[src/rtl/prog_loader.sv]
// Program loader and run controller. Streams a header/payload word protocol into
// the core's instruction memory, data memory and register file. It then releases
// the core for a programmable cycle budget and reports when that budget is spent.
module prog_loader #(
  parameter int unsigned XLEN       = 64,
  parameter int unsigned IMEM_WORDS = 256,
  parameter int unsigned DMEM_WORDS = 256,
  localparam int unsigned DAW       = (DMEM_WORDS > 1) ? $clog2(DMEM_WORDS) : 1
) (
  input  logic            clk,
  input  logic            reset,
  input  logic [31:0]     in_data,
  input  logic            in_valid,
  output logic            in_ready,
  output logic            imem_we,
  output logic [31:0]     imem_addr,
  output logic [31:0]     imem_wdata,
  output logic            dmem_we,
  output logic [DAW-1:0]  dmem_addr,
  output logic [XLEN-1:0] dmem_wdata,
  output logic            rf_we,
  output logic [4:0]      rf_addr,
  output logic [XLEN-1:0] rf_wdata,
  output logic            core_run,
  output logic            done,
  output logic            err,
  output logic [31:0]     cycle_count
);

  typedef enum logic [2:0] {StIdle, StLoadLo, StLoadHi, StRun, StDone, StErr} state_e;

  localparam logic [1:0] TgtImem  = 2'b00;
  localparam logic [1:0] TgtDmem  = 2'b01;
  localparam logic [1:0] TgtRf    = 2'b10;
  localparam logic [1:0] TgtStart = 2'b11;

  state_e          state_q, state_d;
  logic            ready_en_q;
  logic [1:0]      tgt_q, tgt_d;
  logic [15:0]     idx_q, idx_d;
  logic [13:0]     rem_q, rem_d;
  logic [31:0]     lo_q, lo_d;
  logic [29:0]     budget_q, budget_d;
  logic [31:0]     cycle_q, cycle_d;

  logic            imem_we_d, dmem_we_d, rf_we_d;
  logic [31:0]     imem_addr_d, imem_wdata_d;
  logic [DAW-1:0]  dmem_addr_d;
  logic [XLEN-1:0] dmem_wdata_d, rf_wdata_d;
  logic [4:0]      rf_addr_d;

  logic            xfer;
  logic [16:0]     hdr_end;
  logic [16:0]     hdr_limit;
  logic            wr_x;
  logic [XLEN-1:0] wdata_x;

  // Handshake and status decode straight from the state register.
  always_comb begin
    in_ready = ready_en_q &&
               (state_q == StIdle || state_q == StLoadLo ||
                state_q == StLoadHi || state_q == StDone);
    core_run = (state_q == StRun);
    done     = (state_q == StDone);
    err      = (state_q == StErr);
  end

  assign xfer        = in_valid && in_ready;
  assign cycle_count = cycle_q;

  // Range check of a load header: one past the last index must not exceed the depth.
  always_comb begin
    hdr_end = {1'b0, in_data[15:0]} + {3'b000, in_data[29:16]};
    unique case (in_data[31:30])
      TgtImem: hdr_limit = 17'(IMEM_WORDS);
      TgtDmem: hdr_limit = 17'(DMEM_WORDS);
      default: hdr_limit = 17'd32;
    endcase
  end

  // Next-state, write-port and run-counter logic.
  always_comb begin
    state_d      = state_q;
    tgt_d        = tgt_q;
    idx_d        = idx_q;
    rem_d        = rem_q;
    lo_d         = lo_q;
    budget_d     = budget_q;
    cycle_d      = cycle_q;
    imem_we_d    = 1'b0;
    imem_addr_d  = imem_addr;
    imem_wdata_d = imem_wdata;
    dmem_we_d    = 1'b0;
    dmem_addr_d  = dmem_addr;
    dmem_wdata_d = dmem_wdata;
    rf_we_d      = 1'b0;
    rf_addr_d    = rf_addr;
    rf_wdata_d   = rf_wdata;
    wr_x         = 1'b0;
    wdata_x      = '0;

    unique case (state_q)
      StIdle, StDone: begin
        if (xfer) begin
          if (in_data[31:30] == TgtStart) begin
            budget_d = in_data[29:0];
            cycle_d  = '0;
            state_d  = StRun;
          end else if (in_data[29:16] == 14'd0) begin
            state_d = StIdle;
          end else if (hdr_end > hdr_limit) begin
            state_d = StErr;
          end else begin
            tgt_d   = in_data[31:30];
            idx_d   = in_data[15:0];
            rem_d   = in_data[29:16];
            state_d = StLoadLo;
          end
        end
      end
      StLoadLo: begin
        if (xfer) begin
          if (tgt_q == TgtImem) begin
            imem_we_d    = 1'b1;
            imem_addr_d  = 32'({idx_q, 2'b00});
            imem_wdata_d = in_data;
            idx_d        = idx_q + 16'd1;
            rem_d        = rem_q - 14'd1;
            state_d      = (rem_q == 14'd1) ? StIdle : StLoadLo;
          end else if (XLEN == 32) begin
            wr_x    = 1'b1;
            wdata_x = XLEN'(in_data);
          end else begin
            lo_d    = in_data;
            state_d = StLoadHi;
          end
        end
      end
      StLoadHi: begin
        if (xfer) begin
          wr_x    = 1'b1;
          wdata_x = XLEN'({in_data, lo_q});
        end
      end
      StRun: begin
        cycle_d = cycle_q + 32'd1;
        if (budget_q != 30'd0 && cycle_q == {2'b00, budget_q} - 32'd1) begin
          state_d = StDone;
        end
      end
      StErr: begin
        state_d = StErr;
      end
      default: state_d = StIdle;
    endcase

    // Completion of a full XLEN entry for DMEM or the register file.
    if (wr_x) begin
      if (tgt_q == TgtDmem) begin
        dmem_we_d    = 1'b1;
        dmem_addr_d  = idx_q[DAW-1:0];
        dmem_wdata_d = wdata_x;
      end else begin
        // x0 is hardwired; the entry is consumed but never written.
        rf_we_d    = (idx_q[4:0] != 5'd0);
        rf_addr_d  = idx_q[4:0];
        rf_wdata_d = wdata_x;
      end
      idx_d   = idx_q + 16'd1;
      rem_d   = rem_q - 14'd1;
      state_d = (rem_q == 14'd1) ? StIdle : StLoadLo;
    end
  end

  // State and registered write ports; in_ready is held off until the first edge out of reset.
  always_ff @(posedge clk or negedge reset) begin
    if (!reset) begin
      state_q    <= StIdle;
      ready_en_q <= 1'b0;
      tgt_q      <= '0;
      idx_q      <= '0;
      rem_q      <= '0;
      lo_q       <= '0;
      budget_q   <= '0;
      cycle_q    <= '0;
      imem_we    <= 1'b0;
      imem_addr  <= '0;
      imem_wdata <= '0;
      dmem_we    <= 1'b0;
      dmem_addr  <= '0;
      dmem_wdata <= '0;
      rf_we      <= 1'b0;
      rf_addr    <= '0;
      rf_wdata   <= '0;
    end else begin
      state_q    <= state_d;
      ready_en_q <= 1'b1;
      tgt_q      <= tgt_d;
      idx_q      <= idx_d;
      rem_q      <= rem_d;
      lo_q       <= lo_d;
      budget_q   <= budget_d;
      cycle_q    <= cycle_d;
      imem_we    <= imem_we_d;
      imem_addr  <= imem_addr_d;
      imem_wdata <= imem_wdata_d;
      dmem_we    <= dmem_we_d;
      dmem_addr  <= dmem_addr_d;
      dmem_wdata <= dmem_wdata_d;
      rf_we      <= rf_we_d;
      rf_addr    <= rf_addr_d;
      rf_wdata   <= rf_wdata_d;
    end
  end

endmodule

[config.mk]
export PLATFORM = sky130hd
export DESIGN_NAME = prog_loader
export DESIGN_NICKNAME = d
export VERILOG_FILES = /design/src/rtl/prog_loader.sv
export SDC_FILE = /design/constraint.sdc
export NUM_CORES = 1
export LEC_CHECK = 0
export ABC_CLOCK_PERIOD_IN_PS = 7600
export CAP_MARGIN = 20
export CORE_ASPECT_RATIO = 1.2
export CORE_UTILIZATION = 50
export CTS_CLUSTER_DIAMETER = 30
export CTS_CLUSTER_SIZE = 14
export DETAILED_ROUTE_END_ITERATION = 6
export PLACE_DENSITY = 0.77
export SYNTH_ARGS = -nofsm -noshare
export SYNTH_HDL_FRONTEND = slang
export SYNTH_SLANG_ARGS = --single-unit
[constraint.sdc]
create_clock -name clk -period 7.6 [get_ports clk]
set_input_delay 1.14 -clock clk [delete_from_list [all_inputs] [get_ports clk]]
set_output_delay 1.14 -clock clk [all_outputs]
set_load 0.1 [all_outputs]
==> results_dict.tcl, run 1 <==
set metrics [dict create \
    status "completed" \
    cp_max_fo 16 \
    synthTopCellsByArea "dfrtp_1 (52%), mux2_2 (14%), nand2_1 (4.9%), o21ai_0 (2.5%), nor2_1 (2.2%)" \
    power.total_uw 8780 \
    fin_crit_sh 0.740 \
    antenna_found_initial 1 \
    drt-vias-per-instance 5.75 \
    reg2regPathDepth 8 \
    synth_top_area_share 0.520 \
    gp_congestion 0.903 \
    finalHoldViolCount 0 \
    synth_cell_types 87 \
    ant_nets 0 \
    peakVddDrop_mv 0.531 \
    ys_ff_latch 322 \
    cts-buffers-inserted 54 \
    overflow 0 \
    slowest_delay_ns 0.74 \
    crit_path_end_kind "flip-flop" \
    syn_inst 1410 \
    numPortBuffers 262 \
    mostFrequentLayoutCell "dfrtp_1" \
    root_buffer "clkbuf_16" \
    final_design_area_no_fill_um2 20400 \
    holdBufCountCts 0 \
    swShare 0.449 \
    synth.avg_cell_area_um2 11.0 \
    track_usage 0.284 \
    synth_edf_count 0 \
    finalMaxSlewViolations 0 \
    p_comb_frac 0.417 \
    rsz0062_at_grt "false" \
    cts_tree "yes" \
    dr.pass1.iters 5 \
    setup_violations 0 \
    synthXorXnorAreaFrac 0.0429 \
    required_ns 8.01 \
    mostFrequentLayoutCells "dfrtp_1 (322), clkdlybuf4s50_1 (261), nand2_1 (204)" \
    via_count 12200 \
    die_height_um 195 \
    power_density_nw_per_um2 430 \
    grt_pass1_wl_um 69700 \
    whs_endpoint "dmem_wdata[0]" \
    clk_latency_ns 0.56 \
    clock_power_share 0.282 \
    grt_max_degree 151 \
    min-delay-start "dmem_wdata[0]" \
    die_area_um2 31700 \
    cp_slowest_cell "a21oi_2" \
    syn_area_um2 15500 \
    ctsResizeCount 0 \
    p_int_uw 4840 \
    ys_warn_count 0 \
    p_switching_uw 3940 \
    worstSetupPathType "in2reg" \
    post_cts_buffers 0 \
    rrSetupSlack_ns 4.06 \
    yosysSeqAreaShare 0.520 \
    finalCriticalPeriod_ns 5.63 \
    synthAdderAreaFrac 0.0205 \
    worstPathCellList "clkdlybuf4s50_1 > ha_1 > fa_1 > a21oi_1 > nor3_1 > o311a_1 > nor2_1 > xnor2_1 > ha_1 > o2111ai_1 > o32ai_1 > nand4_1 > and4bb_2 > nand4_2 > a21oi_2 > buf_4 > a221oi_1" \
    p_leak_uw 0.00912 \
    setup.worst_path.start_class "input pin" \
    hold_class "reg2reg" \
    synthMuxAreaShare 0.144 \
    die_w_um 163 \
    drive_gt1_frac 0.201 \
    clock_path_buffers 3 \
    max-cap-violations 0 \
    grt_pass1_vias 12200 \
    crit_top_cell "ha_1" \
    fin_skew_ns 0.00962 \
    synth-simple-area-share 0.149 \
    sequentialPowerShare 0.301 \
    tns_ns 0 \
    rows 70 \
    avgRoutedWirePerCell_um 20.7 \
    worstPathArrival_ns 6.04 \
    dp_hpwl_um 29100 \
    synth_compound_area_frac 0.0884 \
    holdWs_ns 0.474 \
    fmax_mhz 178 \
    drc 0 \
    r2r-start "state_q[2]" \
    clk_pin_slew_ns 0.06 \
    cts_sinks 322 \
    syn_to_final_growth_pct 31.8 \
    synth_top_area_cell "dfrtp_1" \
    nets 1748 \
    ys.flop_type "dfrtp_1" \
    max_slew_margin 0.271 \
    start_util 0.509 \
    cts_max_level 2 \
    synth_top_family_by_area "simple AND/OR/NAND/NOR gates" \
    wl_um 44100 \
    place_area_um2 18500 \
    min_path_cells 2 \
    insertedDiodeCount 0 \
    dr.first_iter.drc_count 901 \
    worst_slew_pin_slew_ns 1.09 \
    r2r_end "idx_q[10]" \
    coreArea_um2 30500 \
    ioPinCount 279 \
    async_flop_share 1.00 \
]
-- cell families (layout without fill, tap and decap cells) --
| kind of cell | Yosys count | after routing |
|---|---|---|
| AND/OR/NAND/NOR | 469 | 469 |
| AO/OA/AOI/OAI | 200 | 200 |
| flip-flops | 322 | 322 |
| adder cells (fa/ha/maj) | 25 | 25 |
| buffers and inverters | 117 | 426 |
| other | 2 | 17 |
| XOR/XNOR | 76 | 76 |
| multiplexers | 199 | 199 |
-- synth_stat cells (4+ instances only) --
master / number
and2_1: 4
dfrtp_1: 322
buf_4: 16
nor4_1: 15
a221oi_1: 7
clkbuf_1: 45
buf_1: 5
buf_6: 5
a221oi_2: 13
and4_1: 6
mux2i_1: 6
and3_1: 12
a21o_1: 7
or3_1: 12
inv_1: 37
o2bb2ai_1: 4
o211ai_1: 4
nand4_1: 17
nor3_1: 17
o21ai_0: 77
nor2b_1: 7
xnor2_1: 38
nand3_1: 36
nand2_1: 204
a31oi_1: 4
nand2b_1: 6
a21oi_1: 39
or4_1: 8
nor2_1: 92
ha_1: 23
buf_2: 7
mux2_2: 192
xor2_1: 38
nand3b_1: 5
-- final cells by class --
class | count | area (um^2)
fill | 2279 | 10000
sequential | 322 | 8060
multi-input combinational | 986 | 6990
timing repair buffer | 286 | 2870
clock buffer | 65 | 1470
tap | 396 | 495
clock inverter | 36 | 405
inverter | 39 | 146
-- registers in the layout (all words and copies together), names as in the netlist, 2 cells and up --
name / flops
dmem_wdata: 64
cycle_count: 32
rf_addr: 5
rem_q: 14
dmem_addr: 8
tgt_q: 2
imem_wdata: 32
rf_wdata: 64
budget_q: 30
state_q: 3
lo_q: 32
imem_addr: 16
idx_q: 16
-- critical path, delay by kind of cell --
kind	cells	cell delay, ns
AOI/OAI and AO/OA	6	1.90
xor gates and xnor gates	1	0.09
adders and majority gates	3	1.06
buffers and inverters	2	0.96
and+or+nand+nor	5	0.91
-- power by group through the flow --
stage                     clock [uW]  sequential (uW)  combinational, uW
after detailed placement           0             2650               3600
after global routing            2590             2700               3840
after global placement             0             2620               3550
after CTS                       2510             2630               3620
after floorplan                    0             3990               1350
final                           2480             2640               3660
-- metal layers --
| layer | vias to the layer above | track usage | part of all wire |
|---|---|---|---|
| li1 | 5527 | - | - |
| met1 | 6161 | 0.363 | 0.40 |
| met2 | 456 | 0.459 | 0.49 |
| met3 | 103 | 0.0728 | 0.077 |
| met4 | 0 | 0.112 | 0.036 |
| met5 | - | 0 | 0 |
-- stage by stage --
step	setup slack [ns]	std cells	util
after floorplan	2.98	1425	-
after global routing	1.75	2130	0.671
after global placement	1.49	2026	0.607
after detailed placement	1.39	2026	0.607
after CTS	1.96	2127	0.668
final	1.97	2130	0.671
-- worst max path at each step --
| stage | to | cells after the start | startpoint |
|---|---|---|---|
| 2_1_floorplan | rem_q[1] | 16 | in_data[0] |
| 3_3_place_gp | idx_q[10] | 17 | in_data[0] |
| 3_5_place_dp | rem_q[11] | 17 | in_data[0] |
| 4_1_cts | rem_q[11] | 17 | in_data[0] |
| 5_1_grt | rem_q[11] | 17 | in_data[0] |
| 6_report | rem_q[11] | 17 | in_data[0] |
Note: power is estimated with default switching activity, not from simulation.
==> run 2: changes to the inputs <==
- ABC_CLOCK_PERIOD_IN_PS: 7600 -> 5400
- clock period: 7.6 -> 5.4 ns (I/O delays scaled with it)
==> results_dict.tcl, run 2 (same netlist as run 1, synthesis figures left out) <==
set metrics [dict create \
    die_w_um 163 \
    drive_gt1_frac 0.214 \
    ioPinCount 279 \
    worstPathCellList "clkdlybuf4s50_1 > ha_1 > fa_1 > a21oi_1 > nor3_1 > o311a_1 > nor2_1 > xnor2_1 > ha_1 > o2111ai_1 > o32ai_1 > nand4_1 > and4bb_2 > nand4_2 > and2_1 > buf_4 > a221oi_1" \
    syn_to_final_growth_pct 32.6 \
    grt_pass1_wl_um 72200 \
    r2r-start "budget_q[5]" \
    grt_max_degree 154 \
    post_cts_buffers 0 \
    dr.first_iter.drc_count 721 \
    power.total_uw 12300 \
    area.sequential_um2 8060 \
    nets 1771 \
    wl_um 46000 \
    start_util 0.509 \
    drt-vias-per-instance 5.72 \
    clk_latency_ns 0.57 \
    hold_class "in2async" \
    clock_path_buffers 3 \
    peakVddDrop_mv 0.561 \
    p_switching_uw 5550 \
    dp_hpwl_um 31700 \
    numPortBuffers 262 \
    mostFrequentLayoutCells "dfrtp_1 (322), clkdlybuf4s50_1 (261), nand2_1 (204)" \
    ctsResizeCount 0 \
    p_leak_uw 0.00922 \
    reg_top3 "dmem_wdata (64), rf_wdata (64)" \
    mostFrequentLayoutCell "dfrtp_1" \
    max_slew_margin 0.291 \
    sequentialPowerShare 0.301 \
    drc 0 \
    swShare 0.452 \
    crit_path_start "in_data[16]" \
    cp_max_fo 11 \
    num-fill-cells 2268 \
    crit_top_cell "ha_1" \
    gp_congestion 0.887 \
    status "completed" \
    finalNonFillerCells 2155 \
    max-cap-violations 0 \
    p_int_uw 6740 \
    crit_path_end_kind "flip-flop" \
    fin_crit_sh 0.869 \
    grt_pass1_vias 12600 \
    rsz0062_at_grt "false" \
    finalMaxSlewViolations 0 \
    rows 70 \
    finalCriticalPeriod_ns 4.69 \
    clock_power_share 0.279 \
    multi_input_area_um2 6990 \
    setup.worst_path.start_class "input pin" \
    root_buffer "clkbuf_16" \
    rrSetupSlack_ns 2.07 \
    required_ns 5.85 \
    ant_nets 0 \
    worstPathArrival_ns 5.15 \
    cp_slowest_cell "clkdlybuf4s50_1" \
    p_comb_frac 0.420 \
    clk_pin_slew_ns 0.06 \
    tns_ns 0 \
    holdBufCountCts 0 \
    fin_skew_ns 0.0217 \
    worstSetupPathType "in2reg" \
    cts_sinks 322 \
    cts_max_level 2 \
    antenna_found_initial 3 \
    power_density_nw_per_um2 598 \
    die_height_um 195 \
    path_buf_inv 2 \
    finalHoldViolCount 0 \
    worst_slew_pin_slew_ns 1.06 \
    avgRoutedWirePerCell_um 21.3 \
    fmax_mhz 213 \
    place_inst 2051 \
    track_usage 0.297 \
    cts-buffers-inserted 54 \
    coreArea_um2 30500 \
    cts_tree "yes" \
    setup_violations 0 \
    cp_top_family "compound AO/OA/AOI/OAI gates" \
    overflow 0 \
    slowest_delay_ns 0.48 \
    via_count 12300 \
    die_area_um2 31700 \
    dr.pass1.iters 4 \
]
-- run 2: cell count changes in the layout (fill, tap and decap cells not counted), sizes merged --
cell / change
bufinv: -2
inv: +2
diode: +2
clkinv: -1
buf: +23
clkinvlp: +1
-- run 2: worst reg2reg max path: stages (launching register included) --
cell and delay, ns:
dfrtp_1 0.45, nor3_2 0.48, nand4_2 0.31, nor4_1 0.48
mux2_2 0.39, o2bb2ai_1 0.14, nor4b_2 0.25, a31oi_1 0.21
o21ai_1 0.17, mux2_1 0.33
-- run 2: worst paths after layout --
path                                    to  depth (start not counted)
setup / recovery                  idx_q[8]                         17
min in group clk             dmem_wdata[3]                          2
hold reg to reg              dmem_wdata[3]                          2
hold / removal                 rf_wdata[5]                          1
setup reg to reg                state_q[1]                          9
max in group asynchronous  cycle_count[28]                          2
-- run 2: area by class of cell --
class	count	share of cell area
sequential	322	0.392
multi-input combinational	986	0.340
timing repair buffer	309	0.147
clock buffer	65	0.0722
tap	396	0.0241
clock inverter	36	0.0177
inverter	39	0.00712
antenna	2	0.000243
-- run 2: power by group through the flow --
stage	clock (uW)	sequential [uW]	combinational, uW
2_1_floorplan	0	5610	1900
3_3_place_gp	0	3670	5030
3_5_place_dp	0	3720	5110
4_1_cts	3460	3700	5140
5_1_grt	3580	3800	5420
6_report	3430	3710	5160
-- run 2: routing by layer --
layer	global-route usage	vias to the layer above	share of wire
li1	-	5558	-
met1	0.364	6222	0.39
met2	0.495	427	0.49
met3	0.0719	119	0.072
met4	0.129	2	0.042
met5	0	-	0.00026
-- run 2: through the flow --
| step | cell area [um^2] | hold slack (ns) | util | setup slack (ns) |
|---|---|---|---|---|
| floorplan | 15600 | 0.453 | - | 1.11 |
| global placement | 18700 | 0.458 | 0.613 | 0.271 |
| detailed placement | 18700 | 0.461 | 0.613 | 0.150 |
| CTS | 20500 | 0.180 | 0.674 | 0.748 |
| global route | 20600 | 0.195 | 0.675 | 0.430 |
| finish | 20600 | 0.161 | 0.675 | 0.707 |
